<file path="config.mk">
export PLATFORM = sky130hd
export DESIGN_NAME = regfile_sb
export DESIGN_NICKNAME = d
export VERILOG_FILES = /design/src/rtl/regfile_sb.sv
export SDC_FILE = /design/constraint.sdc
export NUM_CORES = 2
export LEC_CHECK = 0
export BUFFER_PORTS_ARGS = -buffer_cell sky130_fd_sc_hd__buf_2
export CORE_AREA = 8 8 342 344
export CTS_CLUSTER_SIZE = 14
export DETAILED_ROUTE_END_ITERATION = 16
export DIE_AREA = 0 0 350 352
export PLACE_DENSITY = 0.77
export SLEW_MARGIN = 15
export SYNTH_ARGS = -nofsm -noshare
export SYNTH_HDL_FRONTEND = slang
export SYNTH_SLANG_ARGS = --single-unit
export TNS_END_PERCENT = 30
</file>
<file path="constraint.sdc">
create_clock -name clk -period 62.6 [get_ports clk]
set_input_delay 0 -clock clk [delete_from_list [all_inputs] [get_ports clk]]
set_output_delay 0 -clock clk [all_outputs]
set_load 0.01 [all_outputs]
</file>
<file path="src/rtl/regfile_sb.sv">
// Multi-port integer register file with byte-lane write-back and a per-register pending bit.
// Optional same-cycle write-back forwarding on reads is enabled by defining REGFILE_BYPASS_EN.
module regfile_sb #(
   parameter  int XLEN = 32,
   parameter  int NREG = 32,
   parameter  int NRD  = 2,
   localparam int AW   = $clog2(NREG)
) (
   input  logic                  clk,
   input  logic                  reset,
   input  logic                  we3,
   input  logic [AW-1:0]         a3,
   input  logic [XLEN-1:0]       wd3,
   input  logic [XLEN/8-1:0]     web,
   input  logic [NRD*AW-1:0]     ra,
   output logic [NRD*XLEN-1:0]   rd,
   output logic [NRD-1:0]        rs_busy,
   input  logic                  iss_en,
   input  logic [AW-1:0]         iss_rd
);

   localparam int NB = XLEN / 8;

   logic [XLEN-1:0] regs_q [NREG];
   logic [XLEN-1:0] regs_d [NREG];
   logic [NREG-1:0] pend_q;
   logic [NREG-1:0] pend_d;
   logic            wb_valid_s;
   logic            iss_valid_s;

   function automatic logic [XLEN-1:0] lane_merge(input logic [XLEN-1:0] old_v,
                                                  input logic [XLEN-1:0] new_v,
                                                  input logic [NB-1:0]   be);
      logic [XLEN-1:0] res;
      for (int b = 0; b < NB; b++) begin
         res[8*b +: 8] = be[b] ? new_v[8*b +: 8] : old_v[8*b +: 8];
      end
      return res;
   endfunction

   assign wb_valid_s  = we3 && (a3 != '0);
   assign iss_valid_s = iss_en && (iss_rd != '0);

   // Next state: an issue to the same register as a write-back keeps it pending.
   always_comb begin
      for (int r = 0; r < NREG; r++) begin
         regs_d[r] = (wb_valid_s && (a3 == AW'(r))) ? lane_merge(regs_q[r], wd3, web) : regs_q[r];
         pend_d[r] = (iss_valid_s && (iss_rd == AW'(r))) ? 1'b1 :
                     (wb_valid_s && (a3 == AW'(r)))      ? 1'b0 : pend_q[r];
      end
      regs_d[0] = '0;
      pend_d[0] = 1'b0;
   end

   // State registers.
   always_ff @(posedge clk or posedge reset) begin
      if (reset) begin
         for (int r = 0; r < NREG; r++) begin
            regs_q[r] <= '0;
         end
         pend_q <= '0;
      end else begin
         for (int r = 0; r < NREG; r++) begin
            regs_q[r] <= regs_d[r];
         end
         pend_q <= pend_d;
      end
   end

   for (genvar p = 0; p < NRD; p++) begin : g_rd
      logic [AW-1:0]   addr_s;
      logic [XLEN-1:0] data_s;
      logic            busy_s;
      logic            zero_s;

      assign addr_s = ra[p*AW +: AW];
      assign zero_s = reset || (addr_s == '0);

      // Combinational read of one port, optionally merged with the in-flight write-back.
      always_comb begin
         data_s = regs_q[addr_s];
         busy_s = pend_q[addr_s];
`ifdef REGFILE_BYPASS_EN
         if (wb_valid_s && (a3 == addr_s)) begin
            data_s = lane_merge(regs_q[addr_s], wd3, web);
            busy_s = 1'b0;
         end else begin
            data_s = regs_q[addr_s];
            busy_s = pend_q[addr_s];
         end
`endif
      end

      assign rd[p*XLEN +: XLEN] = zero_s ? '0 : data_s;
      assign rs_busy[p]         = zero_s ? 1'b0 : busy_s;
   end

endmodule

</file>
==> summary.txt <==
Floorplanning
  – Core Footprint: 0.112 mm^2
  – Die width: about 350 um
  – DIE HEIGHT: 352 um
  – Die area: roughly 0.12 mm^2
  – Starting Density: 49.5%
  – Rows: 123
  – Io pins: about 130

Cells and area
  – Filler Cells Inserted: 8827
  – P&R area growth vs syn: 10.7%
  – Multi-input logic area: 0.0281 mm^2
  – Flip-flop and latch area: around 0.026 mm^2
  – Layout cells sized above 1: between 50% and 60%
  – Final Util: between 50 and 60%
  – NumNets Final: roughly 3800

Timing
  – Hold Vio Cnt, Final: 0
  – Tcrit/Tclk final: under 10%
  – PnR worst setup slack: about 58 ns
  – Final Max Slew Viols: 0
  – Final setup vio count: 0
  – Worst slew pin tran: between 1 and 1.5 ns
  – Max Fclk: about 230 MHz
  – Clock Skew: 0 ns
  – Unrepaired setup endpoints after global routing: no
  – Total negative setup slack: 0 ns
  – Slew headroom: between 10% and 20%
  – Final Critical Period: between 4 and 5 ns

Global route
  – Grt ovf: 0
  – First-pass GRT wire length: 248000 um
  – Vias in the first global route: around 37000
  – Initial antenna violation count: 9
  – Gr usage total: about a quarter
  – Pin count of the biggest net entering global routing: about 150

Worst setup path
  – Data arrival, critical path: ~4.4 ns
  – Maximum fanout along the worst path: 86
  – Worst Setup SP: ra[6]
  – WS Path Type: primary input to primary output
  – Worst path required time: roughly 63 ns
  – Critical path capture point type: primary output
  – Crit start category: primary input
  – Origin of the critical flop-to-flop path: pend_q[22]$_DFFE_PP0P_

Logic synthesis
  – Synth cell count leaders: mux2_2 (1098), dfrtp_1 (1023), mux4_2 (487), nand2_1 (213), clkbuf_1 (193)
  – Syn Area/Cell: approximately 15 um^2
  – Number of flops mapped to enable cells by yosys: 0
  – Area contributors post-synth: dfrtp_1 (46%), mux2_2 (22%), mux4_2 (20%)
  – Mapped Area: 0.0552 mm^2
  – Yosys top cell area share: 46.4%
  – Register bit total from synthesis: ~1000
  – Sequential share of the synthesized area: a little under half
  – Async S/R FF share, synth: between 90% and 100%
  – Synth Instances: 3684
  – Cell accounting for the most synthesized area: dfrtp_1
  – Synth Warn #: 0
  – Top-count cell post-synth: mux2_2
  – Yosys cell types: 50
  – Synth Flop Type: dfrtp_1
  – Syn nets: 3744

Power and ir drop
  – Static leakage: approximately 0.027 uW
  – Combinational power share: between 10% and 20%
  – Maximum VDD drop: between 0.00002 and 0.000025 V
  – Int Pwr: 1330 uW
  – PwrDens: between 20 and 30 mW/mm^2
  – Switching power of the nets: 478 uW
  – Flop pwr share: between 40% and 50%
  – Clock Power Share: 37.5%
  – Sw frac: a little over a quarter

CTS
  – Clock sinks: 1023
  – CTS root buf: clkbuf_16
  – Reg clk slew, reported paths: around 0.060 ns
  – CTS tree: built
  – Clock Latency Late Sink: approximately 0.70 ns
  – Clock Tree Buf Depth: 3
  – H-tree depth: 3
  – Total setup buffers inserted after CTS: 0
  – Number of buffers created by CTS: 107
  – # resized after CTS: 0
  – Hold Buf Count CTS: 56

Placement
  – DP Wirelength: 101000 um
  – Placement Setup Slack: between 50 and 60 ns
  – Gpl congestion: between 0.8 and 0.9
  – Port bufs: 125

Run status
  – Status: finished clean

Detailed routing
  – Iteration-0 DRC Markers: about 4300
  – TritonRoute pass-1 iters: 7
  – Drt wl/cell: between 30 and 40 um
  – Post-route ant nets: 0
  – Via count: around 36000
  – WL final: ~160000 um
  – DRC: 0
  – Drt via density: 6.86

Worst hold path
  – Hold Path Class: primary input to flop
  – Worst Min Path Start: wd3[24]

Flow run
  – Number of max-cap violations: 0
==> cell families after synthesis <==
group                  synth area share (%)
AOI/OAI and AO/OA                      3.45
buffers and inverters                  2.78
DFF                                    46.4
muxes                                  44.0
and+or+nand+nor                        3.40
==> cell type report <==
class,instances,share of cell area [%]
antenna,7,0.0287
clock buffer,158,5.21
clock inverter,40,0.907
inverter,32,0.209
multi-input combinational,2315,46.0
sequential,1023,41.9
tap,1500,3.07
timing repair buffer,230,2.67
==> power groups by stage <==
stage	registers, uW	logic, uW	clock network (uW)
after floorplan	806	243	0
after global placement	820	297	0
after detailed placement	827	305	0
after CTS	815	311	684
after global routing	829	331	711
final	819	311	679
==> routing by layer <==
layer,routed length [um],up-vias,global-route usage [%]
met5,60,-,0
met4,6950,8,10.3
met3,17300,421,7.65
met2,77300,2125,40.9
met1,63400,19393,35.0
li1,-,14440,-
==> worst max-delay path, cell delays in order <==
cell and delay (ns):
buf_8 0.60, buf_4 0.80, nor2b_4 0.67, buf_4 0.43, a221o_1 0.21, a32oi_1 0.10
a2111oi_0 1.09, buf_2 0.30
==> metrics by stage <==
| step | power [uW] | hold slack [ns] | std cells | area [um^2] |
|---|---|---|---|---|
| 3_5_place_dp | 1130 | 0.406 | 5044 | 56800 |
| 3_3_place_gp | 1120 | 0.397 | 5044 | 56800 |
| 4_1_cts | 1810 | 0.00349 | 5298 | 61100 |
| 5_1_grt | 1870 | 0.0654 | 5299 | 61100 |
| 6_report | 1810 | 0.0420 | 5305 | 61100 |
| 2_1_floorplan | 1050 | 0.132 | 3684 | 55200 |
==> layout by cell type (no fill, tap or decap), types with 31 or more instances in the layout <==
| master | n |
|---|---|
| mux4_2 | 487 |
| o21ai_0 | 51 |
| buf_4 | 48 |
| clkbuf_16 | 109 |
| buf_2 | 118 |
| dlygate4sd3_1 | 56 |
| nand2b_1 | 37 |
| mux2i_1 | 68 |
| inv_1 | 31 |
| mux2_2 | 1098 |
| nor2b_1 | 36 |
| nand2_1 | 211 |
| nor2_1 | 38 |
| a221oi_1 | 33 |
| dfrtp_1 | 1023 |
| a221o_1 | 32 |
==> final timing paths <==
path | endpoint | slack [ns] | cells after the start
max reg2reg | pend_q[22]$_DFFE_PP0P_ | 61.28 | 3
min | regs_q[632]$_DFFE_PP0P_ | 0.04 | 2
min reg2reg | regs_q[403]$_DFFE_PP0P_ | 0.52 | 1
max in group asynchronous | regs_q[280]$_DFFE_PP0P_ | 59.45 | 6
max | rd[62] | 58.20 | 8
min in group asynchronous | regs_q[728]$_DFFE_PP0P_ | 0.21 | 3
==> registers in the layout, indices dropped and copies added, names as in the netlist <==
name    count
pend_q     31
regs_q    992
(Power assumes the default switching activity.)
